File: config.mk
export PLATFORM = sky130hd
export DESIGN_NAME = mem_ctrl_nch
export DESIGN_NICKNAME = d
export VERILOG_FILES = /design/src/rtl/mem_ctrl_nch_pkg.sv /design/src/rtl/rr_arbiter_n.sv /design/src/rtl/mem_ctrl_nch.sv
export SDC_FILE = /design/constraint.sdc
export NUM_CORES = 1
export LEC_CHECK = 0
export BUFFER_PORTS_ARGS = -buffer_cell sky130_fd_sc_hd__buf_2
export CELL_PAD_IN_SITES_DETAIL_PLACEMENT = 0
export CELL_PAD_IN_SITES_GLOBAL_PLACEMENT = 1
export CORE_MARGIN = 2
export CORE_UTILIZATION = 40
export DETAILED_ROUTE_END_ITERATION = 8
export PLACE_DENSITY = 0.86
export SYNTH_ARGS = -nofsm -noshare
export SYNTH_HDL_FRONTEND = slang
export SYNTH_SLANG_ARGS = --single-unit
File: constraint.sdc
create_clock -name clk_in -period 8.25 [get_ports clk_in]
set_clock_uncertainty 0.05 [all_clocks]
set_input_delay 0.4125 -clock clk_in [delete_from_list [all_inputs] [get_ports clk_in]]
set_output_delay 0.4125 -clock clk_in [all_outputs]
set_load 0.1 [all_outputs]
File: src/rtl/mem_ctrl_nch_pkg.sv
// Shared encodings for the N-channel byte-serial memory controller and its
// arbiter: access sizes, FSM states and the IO-select pattern.
package mem_ctrl_nch_pkg;

    localparam logic [1:0] MEM_SIZE_BYTE = 2'd0;
    localparam logic [1:0] MEM_SIZE_HALF = 2'd1;
    localparam logic [1:0] MEM_SIZE_WORD = 2'd2;

    localparam logic [1:0] IO_SEL = 2'b11;

    typedef enum logic [1:0] {
        ST_IDLE  = 2'd0,
        ST_READ  = 2'd1,
        ST_WRITE = 2'd2
    } state_t;

    // Size code 3 is illegal and is serviced as a full word.
    function automatic logic [2:0] size_bytes(input logic [1:0] size);
        case (size)
            MEM_SIZE_BYTE: return 3'd1;
            MEM_SIZE_HALF: return 3'd2;
            MEM_SIZE_WORD: return 3'd4;
            default:       return 3'd4;
        endcase
    endfunction

endpackage

File: src/rtl/rr_arbiter_n.sv
// Round-robin arbiter: first asserted request at or after ptr, wrapping.
// Produces a one-hot grant plus the encoded winner index.
module rr_arbiter_n #(
    parameter int NUM_CH = 2,
    parameter int PTR_W  = (NUM_CH > 1) ? $clog2(NUM_CH) : 1
) (
    input  logic [NUM_CH-1:0] req,
    input  logic [PTR_W-1:0]  ptr,
    output logic [NUM_CH-1:0] grant,
    output logic [PTR_W-1:0]  idx,
    output logic              any
);

    int               pos;
    logic [PTR_W-1:0] sel;

    always_comb begin
        grant = '0;
        idx   = '0;
        any   = 1'b0;
        pos   = 0;
        sel   = '0;
        for (int i = 0; i < NUM_CH; i++) begin
            pos = int'(ptr) + i;
            if (pos >= NUM_CH) begin
                pos = pos - NUM_CH;
            end
            sel = PTR_W'(pos);
            if (!any && req[sel]) begin
                any        = 1'b1;
                grant[sel] = 1'b1;
                idx        = sel;
            end
        end
    end

endmodule

File: src/rtl/mem_ctrl_nch.sv
// N-channel byte-serial memory controller: round-robin grant, 1/2/4-byte
// serialisation onto an 8-bit RAM/IO bus, read extension and flush abort.
module mem_ctrl_nch
    import mem_ctrl_nch_pkg::*;
#(
    parameter int                NUM_CH     = 2,
    parameter logic [NUM_CH-1:0] FLUSH_MASK = NUM_CH'(2'b01),
    parameter int                IO_SEL_HI  = 17
) (
    input  logic                  clk_in,
    input  logic                  rst_in,
    input  logic                  rdy_in,
    input  logic                  clear_in,
    input  logic [NUM_CH-1:0]     req_in,
    input  logic [NUM_CH-1:0]     wr_in,
    input  logic [NUM_CH-1:0]     signed_in,
    input  logic [2*NUM_CH-1:0]   size_in,
    input  logic [32*NUM_CH-1:0]  addr_in,
    input  logic [32*NUM_CH-1:0]  wdata_in,
    output logic [NUM_CH-1:0]     grant_out,
    output logic [NUM_CH-1:0]     done_out,
    output logic [31:0]           rdata_out,
    input  logic [7:0]            mem_din,
    output logic [7:0]            mem_dout,
    output logic [31:0]           mem_a,
    output logic                  mem_wr,
    input  logic                  io_buffer_full
);

    localparam int PTR_W = (NUM_CH > 1) ? $clog2(NUM_CH) : 1;

    function automatic logic [7:0] lane_get(input logic [31:0] w, input logic [1:0] lane);
        case (lane)
            2'd0:    return w[7:0];
            2'd1:    return w[15:8];
            2'd2:    return w[23:16];
            default: return w[31:24];
        endcase
    endfunction

    function automatic logic [31:0] lane_put(input logic [31:0] w, input logic [1:0] lane,
                                             input logic [7:0] b);
        logic [31:0] r;
        r = w;
        case (lane)
            2'd0:    r[7:0]   = b;
            2'd1:    r[15:8]  = b;
            2'd2:    r[23:16] = b;
            default: r[31:24] = b;
        endcase
        return r;
    endfunction

    function automatic logic [31:0] extend_rd(input logic [31:0] raw, input logic [1:0] size,
                                              input logic sgn);
        case (size)
            MEM_SIZE_BYTE: return {{24{sgn & raw[7]}}, raw[7:0]};
            MEM_SIZE_HALF: return {{16{sgn & raw[15]}}, raw[15:0]};
            default:       return raw;
        endcase
    endfunction

    logic [31:0] addr_ch  [NUM_CH];
    logic [31:0] wdata_ch [NUM_CH];
    logic [1:0]  size_ch  [NUM_CH];

    for (genvar g = 0; g < NUM_CH; g++) begin : g_unpack
        assign addr_ch[g]  = addr_in[32*g +: 32];
        assign wdata_ch[g] = wdata_in[32*g +: 32];
        assign size_ch[g]  = size_in[2*g +: 2];
    end

    state_t              state, state_nx;
    logic [PTR_W-1:0]    ptr, ptr_nx, ch, ch_nx;
    logic [2:0]          cnt, cnt_nx, cnt_inc, nb;
    logic [1:0]          lane_rd, size_q, size_nx;
    logic                sgn_q, sgn_nx, wr_q, wr_nx;
    logic [31:0]         addr_q, addr_nx, wdata_q, wdata_nx, buf_q, buf_nx;
    logic [31:0]         rdata_q, rdata_nx, a_q, a_nx;
    logic [7:0]          dout_q, dout_nx;
    logic [NUM_CH-1:0]   grant_q, grant_nx, done_q, done_nx;

    logic [NUM_CH-1:0]   pick_req, pick_grant;
    logic [PTR_W-1:0]    pick_idx;
    logic                pick_any, stall, fire, wr_last;

    assign nb      = size_bytes(size_q);
    assign cnt_inc = cnt + 3'd1;
    // Capture lags the issued address by one cycle.
    assign lane_rd = cnt[1:0] - 2'd1;

    assign stall   = (a_q[IO_SEL_HI -: 2] == IO_SEL) && io_buffer_full;
    assign fire    = rdy_in && !stall;
    assign wr_last = (state == ST_WRITE) && fire && (cnt == nb - 3'd1);

    assign grant_out = grant_q;
    assign rdata_out = rdata_q;
    assign mem_a     = a_q;
    assign mem_dout  = dout_q;
    assign mem_wr    = wr_q && fire;
    assign done_out  = (done_q & {NUM_CH{rdy_in}}) | ({NUM_CH{wr_last}} & grant_q);

    // A channel whose done is visible this cycle still holds req; skip it.
    assign pick_req = req_in & ~done_out & (clear_in ? ~FLUSH_MASK : {NUM_CH{1'b1}});

    rr_arbiter_n #(
        .NUM_CH (NUM_CH),
        .PTR_W  (PTR_W)
    ) u_arb (
        .req    (pick_req),
        .ptr    (ptr),
        .grant  (pick_grant),
        .idx    (pick_idx),
        .any    (pick_any)
    );

    always_comb begin
        state_nx = state;
        ptr_nx   = ptr;
        ch_nx    = ch;
        cnt_nx   = cnt;
        size_nx  = size_q;
        sgn_nx   = sgn_q;
        wr_nx    = wr_q;
        addr_nx  = addr_q;
        wdata_nx = wdata_q;
        buf_nx   = buf_q;
        rdata_nx = rdata_q;
        a_nx     = a_q;
        dout_nx  = dout_q;
        grant_nx = grant_q;
        done_nx  = '0;
        unique case (state)
            ST_IDLE: begin
                if (pick_any) begin
                    ch_nx    = pick_idx;
                    ptr_nx   = (pick_idx == PTR_W'(NUM_CH - 1)) ? '0 : pick_idx + 1'b1;
                    addr_nx  = addr_ch[pick_idx];
                    wdata_nx = wdata_ch[pick_idx];
                    size_nx  = size_ch[pick_idx];
                    sgn_nx   = signed_in[pick_idx];
                    grant_nx = pick_grant;
                    cnt_nx   = '0;
                    a_nx     = addr_ch[pick_idx];
                    if (wr_in[pick_idx]) begin
                        state_nx = ST_WRITE;
                        dout_nx  = wdata_ch[pick_idx][7:0];
                        wr_nx    = 1'b1;
                    end else begin
                        state_nx = ST_READ;
                    end
                end
            end
            ST_READ: begin
                if (clear_in && FLUSH_MASK[ch]) begin
                    state_nx = ST_IDLE;
                    grant_nx = '0;
                end else begin
                    if (cnt != 3'd0) begin
                        buf_nx = lane_put(buf_q, lane_rd, mem_din);
                    end
                    if (cnt == nb) begin
                        state_nx = ST_IDLE;
                        grant_nx = '0;
                        done_nx  = grant_q;
                        rdata_nx = extend_rd(buf_nx, size_q, sgn_q);
                    end else begin
                        cnt_nx = cnt_inc;
                        if (cnt_inc < nb) begin
                            a_nx = addr_q + 32'(cnt_inc);
                        end
                    end
                end
            end
            ST_WRITE: begin
                if (fire) begin
                    if (wr_last) begin
                        state_nx = ST_IDLE;
                        wr_nx    = 1'b0;
                        grant_nx = '0;
                    end else begin
                        cnt_nx  = cnt_inc;
                        a_nx    = addr_q + 32'(cnt_inc);
                        dout_nx = lane_get(wdata_q, cnt_inc[1:0]);
                    end
                end
            end
            default: state_nx = ST_IDLE;
        endcase
    end

    always_ff @(posedge clk_in) begin
        if (rst_in) begin
            state   <= ST_IDLE;
            ptr     <= '0;
            ch      <= '0;
            cnt     <= '0;
            size_q  <= MEM_SIZE_BYTE;
            sgn_q   <= 1'b0;
            wr_q    <= 1'b0;
            grant_q <= '0;
            done_q  <= '0;
            rdata_q <= '0;
            a_q     <= '0;
            dout_q  <= '0;
        end else if (rdy_in) begin
            state   <= state_nx;
            ptr     <= ptr_nx;
            ch      <= ch_nx;
            cnt     <= cnt_nx;
            size_q  <= size_nx;
            sgn_q   <= sgn_nx;
            wr_q    <= wr_nx;
            grant_q <= grant_nx;
            done_q  <= done_nx;
            rdata_q <= rdata_nx;
            a_q     <= a_nx;
            dout_q  <= dout_nx;
        end
    end

    // Latched request fields and the assembly buffer carry no reset.
    always_ff @(posedge clk_in) begin
        if (rdy_in) begin
            addr_q  <= addr_nx;
            wdata_q <= wdata_nx;
            buf_q   <= buf_nx;
        end
    end

endmodule

==> Word level (Yosys, flattened, before mapping) <==
Cells that the tools add are included.
{ "word_totals": {"register_bits": 183, "output_inout_bits": 77, "word_cells": 169} }
{ "op_classes": {"n_addsub": 8, "n_lt_le_gt_ge": 10, "eq_ne": 19, "muxes": 78, "n_bitwise": 11, "reduce_logical": 28} }
{ "op_table": {"columns": ["op", "count"], "rows": [
  ["two-way mux 32 bit", 15],
  ["case mux 32 bit (3 select lines)", 1],
  ["two-way mux 8 bit", 8],
  ["case mux 32 bit (2 select lines)", 1],
  ["adder 32 x 3 -> 32 bit", 1],
  ["two-way mux 2 bit", 15],
  ["two-way mux 1 bit", 24],
  ["case mux 8 bit (3 select lines)", 1],
  ["AND reduction 6 bit", 3],
  ["!= test 2 bit (second input constant)", 8],
  ["case mux 8 bit (2 select lines)", 1],
  ["two-way mux 3 bit", 5],
  ["case mux 2 bit (3 select lines)", 2],
  ["logical AND 1 bit", 9],
  ["case mux 3 bit (3 select lines)", 1],
  ["bitwise AND 2 bit", 4],
  ["== test 2 x 1 -> 1 bit (second input constant)", 4],
  ["== test 2 bit (second input constant)", 4],
  ["logical NOT 2 bit", 4],
  ["less-than comparator 1 x 2 -> 1 bit (second input constant)", 4],
  ["AND reduction 8 bit", 1],
  ["AND reduction 7 bit", 1],
  ["== test 3 bit", 2],
  ["case mux 3 bit (2 select lines)", 1],
  ["25 further kinds", 34]
]} }

==> Longest topological paths before layout <==
Gate-level depths: netlist (run 1).
{ "logic_depth": {"word_depth": 24, "depth_mapped": 15} }

==> Hierarchy <==
Synthesis (run 1) repeated with hierarchy kept, for this count alone.
{ "unflattened": {"cells_unflattened": 815, "hier_area_um2": 9325.2} }
{ "modules_own_cells": {"columns": ["module", "n_inst", "cells_each", "area_per_inst_um2", "seq_area_each_um2"], "rows": [
  ["mem_ctrl_nch", 1, 810, 9292.7, 4624.4],
  ["rr_arbiter_n", 1, 5, 32.5, 0.0]
]} }

==> Worst setup path before layout (run 1) <==
No wires, ideal clock.
{ "synth_path": {"path_kind": "flip-flop to flip-flop", "start": "register size_q[1]", "end": "register ch", "arrival_ps": 4464, "t_required_ps": 8072, "setup_slack_ps": 3608, "stages_incl_launch_ff": 13, "cell_sequence": "dfxtp_1 -> clkbuf_1 -> clkbuf_1 -> inv_1 -> nand2_1 -> ha_1 -> xnor3_1 -> o2111a_2 -> a31oi_2 -> o211a_1 -> clkbuf_1 -> mux2i_1 -> nor2_1"} }
{ "synth_via": {"elab_chain_len": 17, "word_cells_on_any_way": 22, "classes_between": "add/sub (1); eq/ne (2); mux (9); bitwise (5); reduce/logical (5)"} }
{ "synth_lines": {"columns": ["item", "line", "source"], "rows": [
  ["start: declaration", "mem_ctrl_nch.sv:76", "logic [1:0] lane_rd, size_q, size_nx;"],
  ["start signal: assignment", "mem_ctrl_nch.sv:211", "size_q <= size_nx;"],
  ["== test 2 x 1 -> 1 bit / logical NOT 2 bit (equally long branches)", "mem_ctrl_nch_pkg.sv:19", "case (size)"],
  ["case mux 3 bit (2 select lines) *", "mem_ctrl_nch_pkg.sv:19", null],
  ["subtractor 3 x 1 -> 3 bit *", "mem_ctrl_nch.sv:94", "assign wr_last = (state == ST_WRITE) && fire && (cnt == nb - 3'd1);"],
  ["== test 3 bit *", "mem_ctrl_nch.sv:94", null],
  ["logical AND 1 bit *", "mem_ctrl_nch.sv:94", null],
  ["bitwise AND 2 bit *", "mem_ctrl_nch.sv:101", "assign done_out = (done_q & {NUM_CH{rdy_in}}) | ({NUM_CH{wr_last}} & grant_q);"],
  ["OR 2 bit *", "mem_ctrl_nch.sv:101", null],
  ["inverter 2 bit *", "mem_ctrl_nch.sv:104", "assign pick_req = req_in & ~done_out & (clear_in ? ~FLUSH_MASK : {NUM_CH{1'b1}});"],
  ["bitwise AND 2 bit * (2 in a row)", "mem_ctrl_nch.sv:104", null],
  ["two-way mux 1 bit (not written as such) (2 in a row)", "rr_arbiter_n.sv:29", "if (!any && req[sel]) begin"],
  ["two-way mux 1 bit", "rr_arbiter_n.sv:29", null],
  ["logical NOT 1 bit", "rr_arbiter_n.sv:29", null],
  ["logical AND 1 bit", "rr_arbiter_n.sv:29", null],
  ["two-way mux 1 bit", "rr_arbiter_n.sv:29", null],
  ["AND reduction 3 bit (no line)", null, null],
  ["end signal: assignment", "mem_ctrl_nch.sv:209", "ch <= ch_nx;"],
  ["end: declaration", "mem_ctrl_nch.sv:74", "logic [PTR_W-1:0] ptr, ptr_nx, ch, ch_nx;"]
]} }
Every way passes the cells marked *; elsewhere a longest branch is shown, timed or not. The select of a mux whose other input is x is not followed.
A chain may end at the register's enable or synchronous reset.

==> Worst setup path in the final report (run 1) <==
{ "layout_path": {"start": "register size_q[1]", "end": "register a_q[24] (netlist: mem_a[24])"} }
{ "layout_via": {"elab_chain_len": 22, "word_cells_on_any_way": 34, "classes_between": "add/sub (1); order compare (1); eq/ne (7); mux (14); bitwise (6); reduce/logical (5)"} }
{ "layout_lines": {"columns": ["item", "line", "source"], "rows": [
  ["== test 2 x 1 -> 1 bit / logical NOT 2 bit (equally long branches)", "mem_ctrl_nch_pkg.sv:19", null],
  ["case mux 3 bit (2 select lines) *", "mem_ctrl_nch_pkg.sv:19", null],
  ["subtractor 3 x 1 -> 3 bit", "mem_ctrl_nch.sv:94", null],
  ["== test 3 bit", "mem_ctrl_nch.sv:94", null],
  ["logical AND 1 bit", "mem_ctrl_nch.sv:94", null],
  ["bitwise AND 2 bit", "mem_ctrl_nch.sv:101", null],
  ["OR 2 bit", "mem_ctrl_nch.sv:101", null],
  ["inverter 2 bit", "mem_ctrl_nch.sv:104", null],
  ["(+4 left out)", null, null],
  ["two-way mux 1 bit", "rr_arbiter_n.sv:29", null],
  ["logical NOT 1 bit", "rr_arbiter_n.sv:29", null],
  ["logical AND 1 bit", "rr_arbiter_n.sv:29", null],
  ["two-way mux 1 bit", "rr_arbiter_n.sv:29", null],
  ["inverter 1 -> 2 bit (not written as such)", "mem_ctrl_nch.sv:144", "a_nx = addr_ch[pick_idx];"],
  ["two-way mux 32 bit (not written as such) (3 in a row)", "mem_ctrl_nch.sv:144", null],
  ["two-way mux 32 bit", "mem_ctrl_nch.sv:135", "if (pick_any) begin"],
  ["case mux 32 bit (3 select lines)", "mem_ctrl_nch.sv:133", "unique case (state)"],
  ["end signal: assignment", "mem_ctrl_nch.sv:217", "a_q <= a_nx;"],
  ["end: declaration", "mem_ctrl_nch.sv:79", "logic [31:0] rdata_q, rdata_nx, a_q, a_nx;"]
]} }
Marks and branches as above.

==> results_dict.tcl, run 1 <==
set metrics [dict create \
    crit_fanout 37 \
    path_class "reg -> reg" \
    grt_antenna_before_repair 3 \
    r2r-end "mem_a[24]$_SDFFE_PP0P_" \
    cp-end-kind "flip-flop" \
    p_leak_nw 4.58 \
    hold_path.class "in -> reg" \
    cap_violations 0 \
    rrSetupSlack_ns 3.92 \
    die_area_mm2 0.0239 \
    crit_path_cell_trace "or2_2 -> ha_1 -> xnor2_1 -> nor2_1 -> a31oi_4 -> nand2_2 -> buf_4 -> mux2_2 -> nand2b_1 -> a32o_1" \
    ioPinCount 228 \
    cp.arrival_ns 4.60 \
    wire_per_inst_um 17.6 \
    async_reset_ff_frac 0 \
    timing.rr.start "size_q[1]$_SDFFE_PP0P_" \
    multi_input_area_mm2 0.00414 \
    min_period_ns 4.33 \
    cts_tree "yes" \
    synth_area_mm2 0.00907 \
    dpl.hpwl_um 17000 \
    grt_pass1_vias 7176 \
    slew_headroom 0.268 \
    crit_slowest_cell "dfxtp_1" \
    syn_nets 1066 \
    finalCritPeriodShare 0.525 \
    met1_usage 0.267 \
    num_vias 7372 \
    grt_use_total 0.205 \
    placementRows 55 \
    synth-seq-cells 183 \
    clock_path_buffers 2 \
    gp_congestion 0.836 \
    whs_ns 0.189 \
    nets 1264 \
    syn_area_per_cell_um2 10.1 \
    gr-total-overflow 0 \
    cts_max_level 4 \
    grt_max_degree 74 \
    reg2reg_depth 10 \
    seq_area_frac_synth 0.510 \
    status "finished, final reports clean" \
    irDropWorstVdd_uv 156 \
    drive_above_1_share 0.309 \
    io_buffers 227 \
    worst_slew_pin_slew_ns 1.10 \
    drt_wl_total_um 24600 \
    ctsHoldBuffers 0 \
    cp-startpoint "size_q[1]$_SDFFE_PP0P_" \
    vias_per_cell 5.28 \
    synth_top_area_share 0.318 \
    top_usage_layer "met2" \
    fp.coreArea_mm2 0.0224 \
    hold_violations 0 \
    cts-resized-gates 0 \
    grt_use_met3 0.0465 \
    p_total_w 0.00246 \
    setup_viol 0 \
    drc 0 \
    synthCells 897 \
    rsz0062_at_grt "no" \
    p_per_area_mw_per_mm2 224 \
    yosysTopAreaCell "edfxtp_1" \
    die_h_um 155 \
    cts_setup_buffers 0 \
    yosysWarnings 0 \
    clk_pin_slew_ns 0.07 \
    crit_path_start_kind "flip-flop" \
    slowest_delay_ns 0.92 \
    required_ns 8.52 \
    insertion_delay_ns 0.43 \
    nFillCells 2102 \
    numCtsBuffers 17 \
    synth_flop_cell "edfxtp_1" \
    finalMaxSlewViolations 0 \
    synth.area.top_cells "edfxtp_1, dfxtp_1, nand2_1" \
    seqCellArea_mm2 0.00462 \
    setup_tns_ns 0 \
    ant_nets 0 \
    cts.sinks 183 \
    synth_edf_count 96 \
    setup.worst_path.end "mem_a[24]$_SDFFE_PP0P_" \
    syn_to_final_growth_pct 21.2 \
    drtIter0Drc 575 \
    dieWidth_um 155 \
    grt_util_met2 0.338 \
    fmax_mhz 231 \
    grt_pass1_wl_um 38400 \
    synth_cell_types 65 \
    cts_root_buf "clkbuf_16" \
    dr.pass1.iters 5 \
    initial_core_util 0.404 \
    fin_util 0.490 \
]
-- metrics by stage --
stage / setup WS [ns] / area [um2] / std cells
finish: 3.92 / 11000 / 1396
global route: 3.70 / 11000 / 1396
CTS: 3.94 / 11000 / 1393
detailed placement: 3.95 / 10400 / 1361
global placement: 3.99 / 10400 / 1361
floorplan: 3.61 / 9070 / 897
-- routing by layer --
layer,share of wire,up-vias
met5,0,-
met4,0.019,0
met3,0.066,28
met2,0.47,261
li1,-,3609
met1,0.44,3474
-- logic make-up (layout without fill, tap and decap cells) --
| group | count (synthesis) | in the layout | share of synthesized area |
|---|---|---|---|
| adder cells (fa/ha/maj) | 18 | 18 | 0.0257 |
| buffers and inverters | 72 | 283 | 0.0350 |
| other | 0 | 3 | 0 |
| multiplexers | 84 | 84 | 0.101 |
| AND/OR/NAND/NOR | 352 | 352 | 0.165 |
| AO/OA/AOI/OAI | 160 | 160 | 0.135 |
| XOR/XNOR | 28 | 28 | 0.0286 |
| flip-flops | 183 | 183 | 0.510 |
-- synthesized netlist by cell type, types with 15 or more instances --
master,number
nand2_1,209
edfxtp_1,96
dfxtp_1,87
nor2_1,66
mux2_2,52
clkbuf_1,31
a21oi_1,26
mux2i_1,24
o21ai_0,21
a211oi_1,20
buf_2,17
ha_1,17
inv_1,16
nand3_1,15
-- how the worst min path moves through the flow --
| stage | startpoint | endpoint | slack (ns) | cells after the start |
|---|---|---|---|---|
| CTS | wdata_in[44] | wdata_q[12]$_DFFE_PP_ | 0.17 | 3 |
| detailed placement | mem_a[23]$_SDFFE_PP0P_ | mem_a[23]$_SDFFE_PP0P_ | 0.39 | 1 |
| global route | wdata_in[41] | wdata_q[9]$_DFFE_PP_ | 0.18 | 3 |
| finish | wdata_in[54] | wdata_q[22]$_DFFE_PP_ | 0.19 | 3 |
| floorplan | wr_q$_SDFFE_PP0P_ | wr_q$_SDFFE_PP0P_ | 0.40 | 2 |
| global placement | mem_a[21]$_SDFFE_PP0P_ | mem_a[21]$_SDFFE_PP0P_ | 0.39 | 2 |
-- flip-flops by register name, summed over array words and instances (netlist names), 2 cells and up --
register and count:
addr_q 32, buf_q 32, mem_a 32, rdata_out 32, wdata_q 32, mem_dout 8, cnt 3, done_q 2
grant_out 2, size_q 2, state 2
-- worst max-delay path: cells and delay by family, from the launching register on --
| kind | cells | cell delay [ns] |
|---|---|---|
| flip-flops | 1 | 0.92 |
| AO/OA/AOI/OAI | 2 | 0.49 |
| AND/OR/NAND/NOR | 4 | 1.37 |
| XOR/XNOR | 1 | 0.12 |
| buffers and inverters | 1 | 0.55 |
| multiplexers | 1 | 0.40 |
| adder cells (fa/ha/maj) | 1 | 0.28 |
-- cell type report --
class                      instances  area share
tap                              285      0.0325
clock buffer                      21      0.0419
antenna                            3    0.000683
timing repair buffer             235       0.109
inverter                          16     0.00547
sequential                       183       0.421
clock inverter                    11      0.0133
multi-input combinational        642       0.376
-- power by group --
group	internal, W	switching (W)	total (W)	leakage, nW
Combinational	0.000154	0.000394	0.000548	2.68
Sequential	0.00103	0.0000408	0.00107	1.60
Clock	0.000494	0.000352	0.000846	0.294
-- placed cells by master (no fill, tap or decap), types with 14 or more instances in the layout --
cell type	n
mux2i_1	24
o21ai_0	21
ha_1	17
clkbuf_16	17
xor2_1	14
a21oi_1	26
nor2_1	66
dfxtp_1	87
nand2_1	208
buf_2	227
mux2_2	52
inv_1	16
edfxtp_1	96
nand3_1	15
a211oi_1	20
No activity file was read; power rests on OpenSTA's default activity.
==> run 2, diff against run 1 <==
--- a/config.mk
+++ b/config.mk
@@ -5,13 +5,14 @@
 export SDC_FILE = /design/constraint.sdc
 export NUM_CORES = 1
 export LEC_CHECK = 0
+export ABC_AREA = 1
 export BUFFER_PORTS_ARGS = -buffer_cell sky130_fd_sc_hd__buf_2
 export CELL_PAD_IN_SITES_DETAIL_PLACEMENT = 0
 export CELL_PAD_IN_SITES_GLOBAL_PLACEMENT = 1
 export CORE_MARGIN = 2
-export CORE_UTILIZATION = 40
+export CORE_UTILIZATION = 39
 export DETAILED_ROUTE_END_ITERATION = 8
-export PLACE_DENSITY = 0.86
+export PLACE_DENSITY = 0.87
 export SYNTH_ARGS = -nofsm -noshare
 export SYNTH_HDL_FRONTEND = slang
 export SYNTH_SLANG_ARGS = --single-unit
==> constraint.sdc (replaced) <==
create_clock -name clk_in -period 4.3 [get_ports clk_in]
set_clock_uncertainty 0.05 [all_clocks]
set_input_delay 0.215 -clock clk_in [delete_from_list [all_inputs] [get_ports clk_in]]
set_output_delay 0.215 -clock clk_in [all_outputs]
set_load 0.1 [all_outputs]
==> results_dict.tcl, run 2 <==
set metrics [dict create \
    status "finished, final reports clean" \
    dpl.hpwl_um 19000 \
    async_reset_ff_frac 0 \
    insertion_delay_ns 0.44 \
    synth_top_area_share 0.304 \
    seq_area_frac_synth 0.487 \
    cts-resized-gates 0 \
    final_cell_mix "nand2_1, buf_2, inv_1" \
    synth_edf_count 96 \
    grt_max_degree 44 \
    rsz0062_at_grt "no" \
    clock_path_buffers 2 \
    setup_viol 0 \
    hp-start "wdata_in[11]" \
    vias_per_cell 4.80 \
    sequentialPowerShare 0.409 \
    setup_tns_ns 0 \
    yosysTopAreaCell "edfxtp_1" \
    ioPinCount 228 \
    worst_slew_pin_slew_ns 1.08 \
    slowest_delay_ns 0.56 \
    cts.sinks 183 \
    cts_tree "yes" \
    cpMostUsedCell "nor2_1" \
    place_inst 1743 \
    synth.area.top_cells "edfxtp_1, dfxtp_1, nand2_1" \
    synth_flop_cell "edfxtp_1" \
    path_class "reg -> reg" \
    cp-end-kind "flip-flop" \
    p_per_area_mw_per_mm2 438 \
    timing.rr.start "size_q[1]$_SDFFE_PP0P_" \
    clk_pin_slew_ns 0.08 \
    ctsHoldBuffers 30 \
    placementRows 57 \
    syn_nets 1402 \
    cp-startpoint "size_q[1]$_SDFFE_PP0P_" \
    synth-seq-cells 183 \
    crit_path_cell_trace "buf_4 -> nor2_2 -> inv_2 -> ha_1 -> nor2_1 -> nor2_1 -> nand2_1 -> nor2_4 -> nand3_2 -> nand4_2 -> nand2_4 -> inv_2 -> nor2_1 -> nand2_1 -> a31oi_1 -> dlygate4sd3_1" \
    num_vias 8668 \
    hold_path.class "in -> reg" \
    grt_use_total 0.207 \
    synth_mux_area_frac 0 \
    yosysMostFrequentCell "nand2_1" \
    synth_cell_types 38 \
    synth_area_mm2 0.00950 \
    synth_compound_area_frac 0.136 \
    io_buffers 227 \
    cp.arrival_ns 3.98 \
    hold_violations 0 \
    cts_setup_buffers 0 \
    initial_core_util 0.394 \
    drt_wl_total_um 26200 \
    internal_power_w 0.00319 \
    finalCritPeriodShare 0.864 \
    ys_top_cells_by_count "nand2_1, inv_1, nor2_1, o21ai_0, edfxtp_1" \
    required_ns 4.57 \
    p_clk_frac 0.296 \
    slew_headroom 0.282 \
    ant_nets 0 \
    netSwitchingFraction 0.379 \
    die_h_um 160 \
    drc 0 \
    gr-total-overflow 0 \
    synthCells 1233 \
    cts_root_buf "clkbuf_16" \
    wire_per_inst_um 14.5 \
    fmax_mhz 269 \
    layout_commonest_cell "nand2_1" \
    synth_xor_area_frac 0.0157 \
    finalMaxSlewViolations 0 \
    worstHoldPathCells 3 \
    grt_pass1_wl_um 42100 \
    irDropWorstVdd_uv 220 \
    yosysWarnings 0 \
    reg2reg_depth 16 \
    combPwrFrac 0.295 \
    gp_congestion 0.899 \
    numCtsBuffers 17 \
    synth_top_family_by_area "simple AND/OR/NAND/NOR gates" \
    dr.pass1.iters 5 \
    stdcell_count 1806 \
    syn_to_final_growth_pct 23.6 \
    synthAdderAreaFrac 0.0245 \
    dieWidth_um 160 \
    cap_violations 0 \
    power.switching_w 0.00195 \
    crit_path_start_kind "flip-flop" \
    cts_max_level 4 \
    fp.coreArea_mm2 0.0241 \
    crit_fanout 36 \
    synth-simple-area-share 0.250 \
    p_leak_nw 5.51 \
    nets 1637 \
    crit_slowest_cell "dlygate4sd3_1" \
    nFillCells 2492 \
    grt_pass1_vias 8284 \
    drive_above_1_share 0.203 \
    grt_antenna_before_repair 4 \
    die_area_mm2 0.0256 \
    min_period_ns 3.71 \
    drtIter0Drc 490 \
    syn_area_per_cell_um2 7.70 \
]
run 2: cell count changes after synthesis, sizes merged, moves of 24 or more:
| cell | delta |
|---|---|
| a21oi | +28 |
| inv | +127 |
| mux2 | -60 |
| mux2i | -24 |
| nand2 | +155 |
| nand3 | +29 |
| nor2 | +61 |
| o21ai | +131 |
run 2: logic make-up (layout without fill, tap and decap cells):
kind of cell | count (synthesis) | after routing
DFF | 183 | 183
xor gates and xnor gates | 17 | 17
other | 0 | 1
buffers and inverters | 196 | 444
AOI/OAI and AO/OA | 244 | 244
and+or+nand+nor | 575 | 575
adders and majority gates | 18 | 18
run 2: per-layer routing:
metal | global-route usage | up-vias | wire length (um)
li1 | - | 4477 | -
met1 | 0.268 | 3947 | 12200
met2 | 0.348 | 216 | 12400
met3 | 0.0481 | 22 | 1290
met4 | 0.0541 | 6 | 335
met5 | 0 | - | 36
run 2: metrics by stage:
stage / utilization / hold slack [ns] / power, W / worst slack (ns) / cell area (um2)
2_1_floorplan: - / 0.234 / 0.00329 / 0.701 / 9500
3_3_place_gp: 0.451 / 0.403 / 0.00362 / 1.14 / 10900
3_5_place_dp: 0.451 / 0.408 / 0.00363 / 1.04 / 10900
4_1_cts: 0.487 / 0.00123 / 0.00517 / 0.544 / 11700
5_1_grt: 0.487 / 0.00397 / 0.00539 / 0.233 / 11700
6_report: 0.487 / 0.0115 / 0.00514 / 0.586 / 11700
run 2: power by group through the flow:
stage | clock, W | combinational [W] | sequential, W
4_1_cts | 0.00154 | 0.00153 | 0.00210
6_report | 0.00152 | 0.00151 | 0.00210
3_3_place_gp | 0 | 0.00148 | 0.00214
3_5_place_dp | 0 | 0.00149 | 0.00214
5_1_grt | 0.00161 | 0.00166 | 0.00212
2_1_floorplan | 0 | 0.000645 | 0.00264
run 2: worst max-delay path, delay by kind of cell (launching register included):
| family | cells | cell delay (ns) |
|---|---|---|
| buffers and inverters | 4 | 1.43 |
| DFF | 1 | 0.30 |
| AOI/OAI and AO/OA | 1 | 0.07 |
| adders and majority gates | 1 | 0.31 |
| and+or+nand+nor | 10 | 1.41 |
run 2: final timing paths:
check | endpoint | slack (ns)
hold / removal | wdata_q[11]$_DFFE_PP_ | 0.01
setup reg to reg | sgn_q$_SDFFE_PP0P_ | 0.59
hold reg to reg | mem_a[3]$_SDFFE_PP0P_ | 0.42
setup / recovery | sgn_q$_SDFFE_PP0P_ | 0.59
run 2: final cells by class:
type                            count  area [um2]  share of cell area
Clock inverter                     10        85.1             0.00725
Inverter                          143         537              0.0457
Sequential cell                   183        4620               0.394
Multi-Input combinational cell    854        4070               0.347
Antenna cell                        1        2.50            0.000213
Timing Repair Buffer              269        1540               0.131
Clock buffer                       22         475              0.0405
Tap cell                          324         405              0.0345
